## config.mk

```make
export PLATFORM = sky130hd
export DESIGN_NAME = spdif_subframe_decoder
export DESIGN_NICKNAME = d
export VERILOG_FILES = /design/src/rtl/spdif_subframe_decoder.sv
export SDC_FILE = /design/constraint.sdc
export NUM_CORES = 1
export LEC_CHECK = 0
export BUFFER_PORTS_ARGS = -buffer_cell sky130_fd_sc_hd__buf_4
export CAP_MARGIN = 15
export CORE_ASPECT_RATIO = 1.1
export CORE_MARGIN = 2
export CORE_UTILIZATION = 45
export CTS_BUF_LIST = sky130_fd_sc_hd__clkbuf_2
export DETAILED_ROUTE_END_ITERATION = 10
export RECOVER_POWER = 100
export REMOVE_ABC_BUFFERS = 1
export SLEW_MARGIN = 30
export SYNTH_ARGS = -nofsm -noshare
export SYNTH_HDL_FRONTEND = slang
export SYNTH_SLANG_ARGS = --single-unit
export TNS_END_PERCENT = 1
```

## constraint.sdc

```tcl
create_clock -name clk -period 5.9 [get_ports clk]
set_input_delay 0.885 -clock clk [delete_from_list [all_inputs] [get_ports clk]]
set_output_delay 0.885 -clock clk [all_outputs]
set_load 0.02 [all_outputs]
```

## src/rtl/spdif_subframe_decoder.sv

```systemverilog
`timescale 1ns/1ps
// S/PDIF subframe decoder: oversamples the biphase-mark line, learns the
// unit interval T, classifies pulses as 1T/2T/3T and assembles preamble +
// 28 data slots into audio, V/U/C and parity/frame error flags.
module spdif_subframe_decoder #(
  parameter int CNT_W  = 8,
  parameter int DATA_W = 24,
  parameter int WIN    = 64,
  parameter int MIN_T  = 3
) (
  input  logic              clk,
  input  logic              rst,
  input  logic              SPDIFin,
  output logic              clkout,
  output logic [DATA_W-1:0] Dout,
  output logic [1:0]        synccode,
  output logic [2:0]        vuc,
  output logic              parity_err,
  output logic              frame_err,
  output logic              locked
);

  localparam int WIN_W = (WIN > 1) ? $clog2(WIN) : 1;
  localparam logic [CNT_W-1:0] CNT_MAX = '1;

  // Pulse classes; 0 doubles as "illegal width"
  localparam logic [1:0] C_BAD = 2'd0;
  localparam logic [1:0] C_1T  = 2'd1;
  localparam logic [1:0] C_2T  = 2'd2;
  localparam logic [1:0] C_3T  = 2'd3;

  typedef enum logic [1:0] {HUNT, PRE, DATA, HALF} state_t;

  logic             sync1_reg, sync2_reg, sync3_reg;
  logic [CNT_W-1:0] cnt_reg, cnt_inc, w_reg;
  logic             edge_reg;
  logic             sat;
  logic [CNT_W-1:0] rmin_reg, t_unit_reg, wmin;
  logic [WIN_W-1:0] ecnt_reg;
  logic [CNT_W+1:0] t_ext, half, th1, th2, th3, w_ext;
  logic [1:0]       class_next, pclass_reg;
  logic             pv_reg;

  state_t           state_reg;
  logic [1:0]       pidx_reg;
  logic [5:0]       pseq_reg, pseq_next;
  logic [1:0]       pre_code, sync_cur_reg;
  logic [4:0]       slot_reg;
  logic [27:0]      shreg, frame_next;

  assign cnt_inc = (cnt_reg == CNT_MAX) ? CNT_MAX : cnt_reg + 1'b1;
  assign sat     = (cnt_reg == CNT_MAX);
  assign wmin    = (w_reg < rmin_reg) ? w_reg : rmin_reg;

  // Synchronise the line, detect transitions and measure pulse widths
  always_ff @(posedge clk) begin
    if (rst) begin
      sync1_reg <= 1'b0;
      sync2_reg <= 1'b0;
      sync3_reg <= 1'b0;
      edge_reg  <= 1'b0;
      cnt_reg   <= '0;
      w_reg     <= '0;
    end else begin
      sync1_reg <= SPDIFin;
      sync2_reg <= sync1_reg;
      sync3_reg <= sync2_reg;
      edge_reg  <= sync2_reg ^ sync3_reg;
      if (sync2_reg ^ sync3_reg) begin
        w_reg   <= cnt_inc;
        cnt_reg <= '0;
      end else begin
        cnt_reg <= cnt_inc;
      end
    end
  end

  // Learn T as the shortest pulse of each window; a dead line drops lock
  always_ff @(posedge clk) begin
    if (rst) begin
      rmin_reg   <= CNT_MAX;
      t_unit_reg <= CNT_MAX;
      ecnt_reg   <= '0;
      locked     <= 1'b0;
    end else begin
      if (edge_reg) begin
        ecnt_reg <= ecnt_reg + 1'b1;
        if (ecnt_reg == WIN_W'(WIN - 1)) begin
          t_unit_reg <= wmin;
          locked     <= (wmin >= CNT_W'(MIN_T));
          rmin_reg   <= CNT_MAX;
        end else begin
          rmin_reg <= wmin;
        end
      end
      // Saturation overrides a coincident window end
      if (sat) begin
        locked     <= 1'b0;
        t_unit_reg <= CNT_MAX;
      end
    end
  end

  // Thresholds sit half a T above each nominal width; ties go to the longer class
  always_comb begin
    t_ext      = {2'b00, t_unit_reg};
    half       = t_ext >> 1;
    th1        = t_ext + half;
    th2        = th1 + t_ext;
    th3        = th2 + t_ext;
    w_ext      = {2'b00, w_reg};
    class_next = C_BAD;
    if (w_ext < th1)      class_next = C_1T;
    else if (w_ext < th2) class_next = C_2T;
    else if (w_ext < th3) class_next = C_3T;
  end

  // Register the classified pulse for the frame FSM
  always_ff @(posedge clk) begin
    if (rst) begin
      pv_reg     <= 1'b0;
      pclass_reg <= C_BAD;
    end else begin
      pv_reg     <= edge_reg;
      pclass_reg <= class_next;
    end
  end

  // Preamble match on the three pulses following the leading 3T
  always_comb begin
    pseq_next  = {pseq_reg[3:0], pclass_reg};
    frame_next = {state_reg == HALF, shreg[27:1]};
    case (pseq_next)
      {C_1T, C_1T, C_3T}: pre_code = 2'b01;
      {C_3T, C_1T, C_1T}: pre_code = 2'b10;
      {C_2T, C_1T, C_2T}: pre_code = 2'b11;
      default:            pre_code = 2'b00;
    endcase
  end

  // Frame FSM: preamble tracking, slot assembly and output registers
  always_ff @(posedge clk) begin
    if (rst) begin
      state_reg    <= HUNT;
      pidx_reg     <= 2'd0;
      pseq_reg     <= '0;
      sync_cur_reg <= 2'b00;
      slot_reg     <= 5'd0;
      shreg        <= '0;
      clkout       <= 1'b0;
      frame_err    <= 1'b0;
      Dout         <= '0;
      synccode     <= 2'b00;
      vuc          <= 3'b000;
      parity_err   <= 1'b0;
    end else begin
      clkout    <= 1'b0;
      frame_err <= 1'b0;
      if (!locked) begin
        state_reg <= HUNT;
      end else if (pv_reg) begin
        case (state_reg)
          HUNT: begin
            if (pclass_reg == C_3T) begin
              state_reg <= PRE;
              pidx_reg  <= 2'd1;
            end
          end
          PRE: begin
            if (pidx_reg == 2'd0) begin
              // Leading 3T of a preamble that directly follows slot 31
              if (pclass_reg == C_3T) begin
                pidx_reg <= 2'd1;
              end else begin
                frame_err <= 1'b1;
                state_reg <= HUNT;
              end
            end else begin
              pseq_reg <= pseq_next;
              if (pidx_reg == 2'd3) begin
                if (pre_code != 2'b00) begin
                  sync_cur_reg <= pre_code;
                  slot_reg     <= 5'd4;
                  state_reg    <= DATA;
                end else begin
                  frame_err <= 1'b1;
                  state_reg <= HUNT;
                end
              end else begin
                pidx_reg <= pidx_reg + 2'd1;
              end
            end
          end
          DATA, HALF: begin
            if (state_reg == DATA && pclass_reg == C_1T) begin
              state_reg <= HALF;
            end else if ((state_reg == DATA && pclass_reg == C_2T) ||
                         (state_reg == HALF && pclass_reg == C_1T)) begin
              shreg <= frame_next;
              if (slot_reg == 5'd31) begin
                clkout     <= 1'b1;
                Dout       <= frame_next[23 -: DATA_W];
                synccode   <= sync_cur_reg;
                vuc        <= {frame_next[24], frame_next[25], frame_next[26]};
                parity_err <= ^frame_next;
                state_reg  <= PRE;
                pidx_reg   <= 2'd0;
              end else begin
                slot_reg  <= slot_reg + 5'd1;
                state_reg <= DATA;
              end
            end else begin
              frame_err <= 1'b1;
              state_reg <= HUNT;
            end
          end
          default: state_reg <= HUNT;
        endcase
      end
    end
  end

endmodule
```

==> results.toml <==
[logic_synthesis]
yosysWarnings = 0
synthArstFlopShare_pct = 0
synth_edf_count = 0
synthCells = 790
synth_top_area_share_pct = 36.0
ys_seq_area_share_pct = 36.0
synth-main-ff-cell = "dfxtp_1"
netlist_area_um2 = 6670
yosys.area.top_type = "dfxtp_1"
ys_top_cells_by_area = "dfxtp_1 36%, ha_1 11%, a21oi_1 7.6%"
postSynthAreaPerCell_um2 = 8.44
synth_cell_types = 67
ys_ff_latch = 120

[clock_network]
post_cts_buffers = 0
cts_made_buffers = 17
insertion_delay_ps = 680
clockBufferDepth = 2
clk_pin_slew_ps = 180
cts_hold_buf = 0
clock_sinks = 120
cts_tree = "done"
root_buffer = "clkbuf_2"
cts.repair.resized = 0
htree_num_levels = 4

[drt]
initialDrtViolationCount = 288
drcViolationCount = 0
num_vias = 5395
dr.pass1.iters = 5
wirelength_um = 13900
ant_nets = 0
wl_per_cell_um = 13.7
vias_per_cell = 5.30

[timing]
setup_tns_ps = 0
holdWs_ps = 421
grt_setup_unrepaired = "false"
slew_headroom_pct = -88.0
fin_skew_ps = 20.5
setup_viol = 0
drv_slew = 78
tightest_slew_ps = 2820
hold_viol = 0
worst_slack_ps = 1150
fmaxAchievable_mhz = 210
fin_crit_sh_pct = 80.5
fin_crit_ps = 4750

[outcome]
status = "finished, violations left"
violations = "max-capacitance violations, max-slew violations"

[power_and_ir_drop]
powerDensity_nw_per_um2 = 198
peakVddDrop_uv = 133
p_leak_nw = 2.95

[worst_setup_path]
cp_data_required_time_ps = 6360
worstPathCellList = "ha_1 > fa_1 > a21oi_1 > nor2b_1 > nor2_1 > xnor2_1 > ha_1 > o21a_1 > o31a_1 > o21ai_0 > nand2b_1 > xor2_1 > ha_1 > a21oi_1 > o21ai_0 > xnor2_1 > ha_1 > o21a_1 > nor2_1 > a2111oi_0 > o41ai_1"
crit_top_cell = "ha_1"
path_class = "reg -> reg"
crit_path_max_incr_delay_ps = 550
critPathSlowestCell = "a2111oi_0"
cp-start-kind = "register"
crit_fanout = 7
critPathArrivalTime_ps = 5210
worstSetupEndpointType = "register"

[floorplanning]
dieWidth_um = 120
initial_utilization_pct = 46.2
die_h_um = 132
ios = 36
die-area_um2 = 15800
rows = 46
core_area_um2 = 14400

[final_layout]
regMostFlops = "shreg"
drive_gt1_share_pct = 5.70
multi_input_area_um2 = 3930
fin_nets = 876
most-common-layout-cells = "120 x dfxtp_1, 117 x nand2_1, 101 x a21oi_1, 59 x ha_1, 51 x nor2_1"
syn_to_final_growth_pct = 6.81
fin_util_pct = 49.3
seq_area_um2 = 2400
largestRegisters = "shreg: 27 flops, Dout: 24 flops"
largest_register_ffs = 27
num-fill-cells = 1425
final_common_cell = "dfxtp_1"

[grt]
grt_use_total_pct = 18.1
grt_pass1_wl_um = 23600
grt_max_degree = 68
antenna_found_initial = 1
grt-ovfl-total = 0
grt_pass1_vias = 5159

[place]
place_hpwl_um = 9930
routabilityCongestion = 0.881
port_buffers = 35
pre_cts_ws_ps = 1250

[job]
max_cap_viol_count = 2

[hold_path]
hold_class = "in -> reg"
## cell type report
type | instances | area share (%)
clock inverter | 13 | 2.14
multi-input combinational | 595 | 55.2
clock buffer | 19 | 1.33
antenna | 1 | 0.0351
sequential | 120 | 33.7
timing repair buffer | 38 | 2.16
inverter | 39 | 2.05
tap | 192 | 3.37
## metal layers
layer	GRT usage, %	routed length [um]
met1	21.5	6280
met5	0	0
met3	3.52	453
met2	32.0	6970
met4	6.67	223
## path summary, 6_finish.rpt
kind	slack [ps]	cells after the start	end	from
max	1150	21	pclass_reg[0]$_SDFF_PP0_	t_unit_reg[1]$_SDFFE_PP1P_
min	420	2	sync1_reg$_SDFF_PP0_	SPDIFin
max reg2reg	1150	21	pclass_reg[0]$_SDFF_PP0_	t_unit_reg[1]$_SDFFE_PP1P_
min reg2reg	470	2	Dout[20]$_SDFFE_PP0P_	Dout[20]$_SDFFE_PP0P_
## worst max-delay path: cells and delay by family (launching register included)
family          cells  cell delay [ps]
xor+xnor            3              500
fa+ha+maj           5             1560
simple gates        4              320
flops               1              420
compound gates      9             1740
## synthesized netlist by cell type, types with 4 or more instances
master / number
a2111oi_0: 5
clkbuf_1: 20
xor2_1: 17
mux2i_1: 25
nand2b_1: 9
a31oi_1: 6
xnor2_1: 37
nand4_1: 4
nor2b_1: 15
nand3_1: 33
nor2_1: 51
o21ai_0: 23
buf_6: 4
ha_1: 59
nand2_1: 117
a32oi_1: 4
a21o_1: 12
and3_1: 4
o21a_1: 11
a21oi_1: 101
buf_2: 6
dfxtp_1: 120
inv_1: 38
nor3_1: 7
## through the flow
stage	cell area [um^2]	power, mW	cells
2_1_floorplan	6490	0.866	754
4_1_cts	7260	1.44	1016
3_5_place_dp	7010	0.885	984
5_1_grt	7130	1.48	1017
6_report	7130	1.41	1017
3_3_place_gp	7010	0.883	984
## kinds of logic after synthesis
kind of cell,share of synthesized area (%)
multiplexers,4.31
buffers and inverters,4.97
AO/OA/AOI/OAI,17.6
AND/OR/NAND/NOR,18.0
XOR/XNOR,7.09
flip-flops,36.0
adder cells (fa/ha/maj),12.0
## where the power goes
part           switching [mW]  internal [mW]  leakage [nW]  total (mW)
logic                  0.0256         0.0137          1.84      0.0393
clock network           0.308          0.237         0.147       0.545
registers             0.00919          0.819         0.969       0.828
Power figures use the tool's default switching activity.
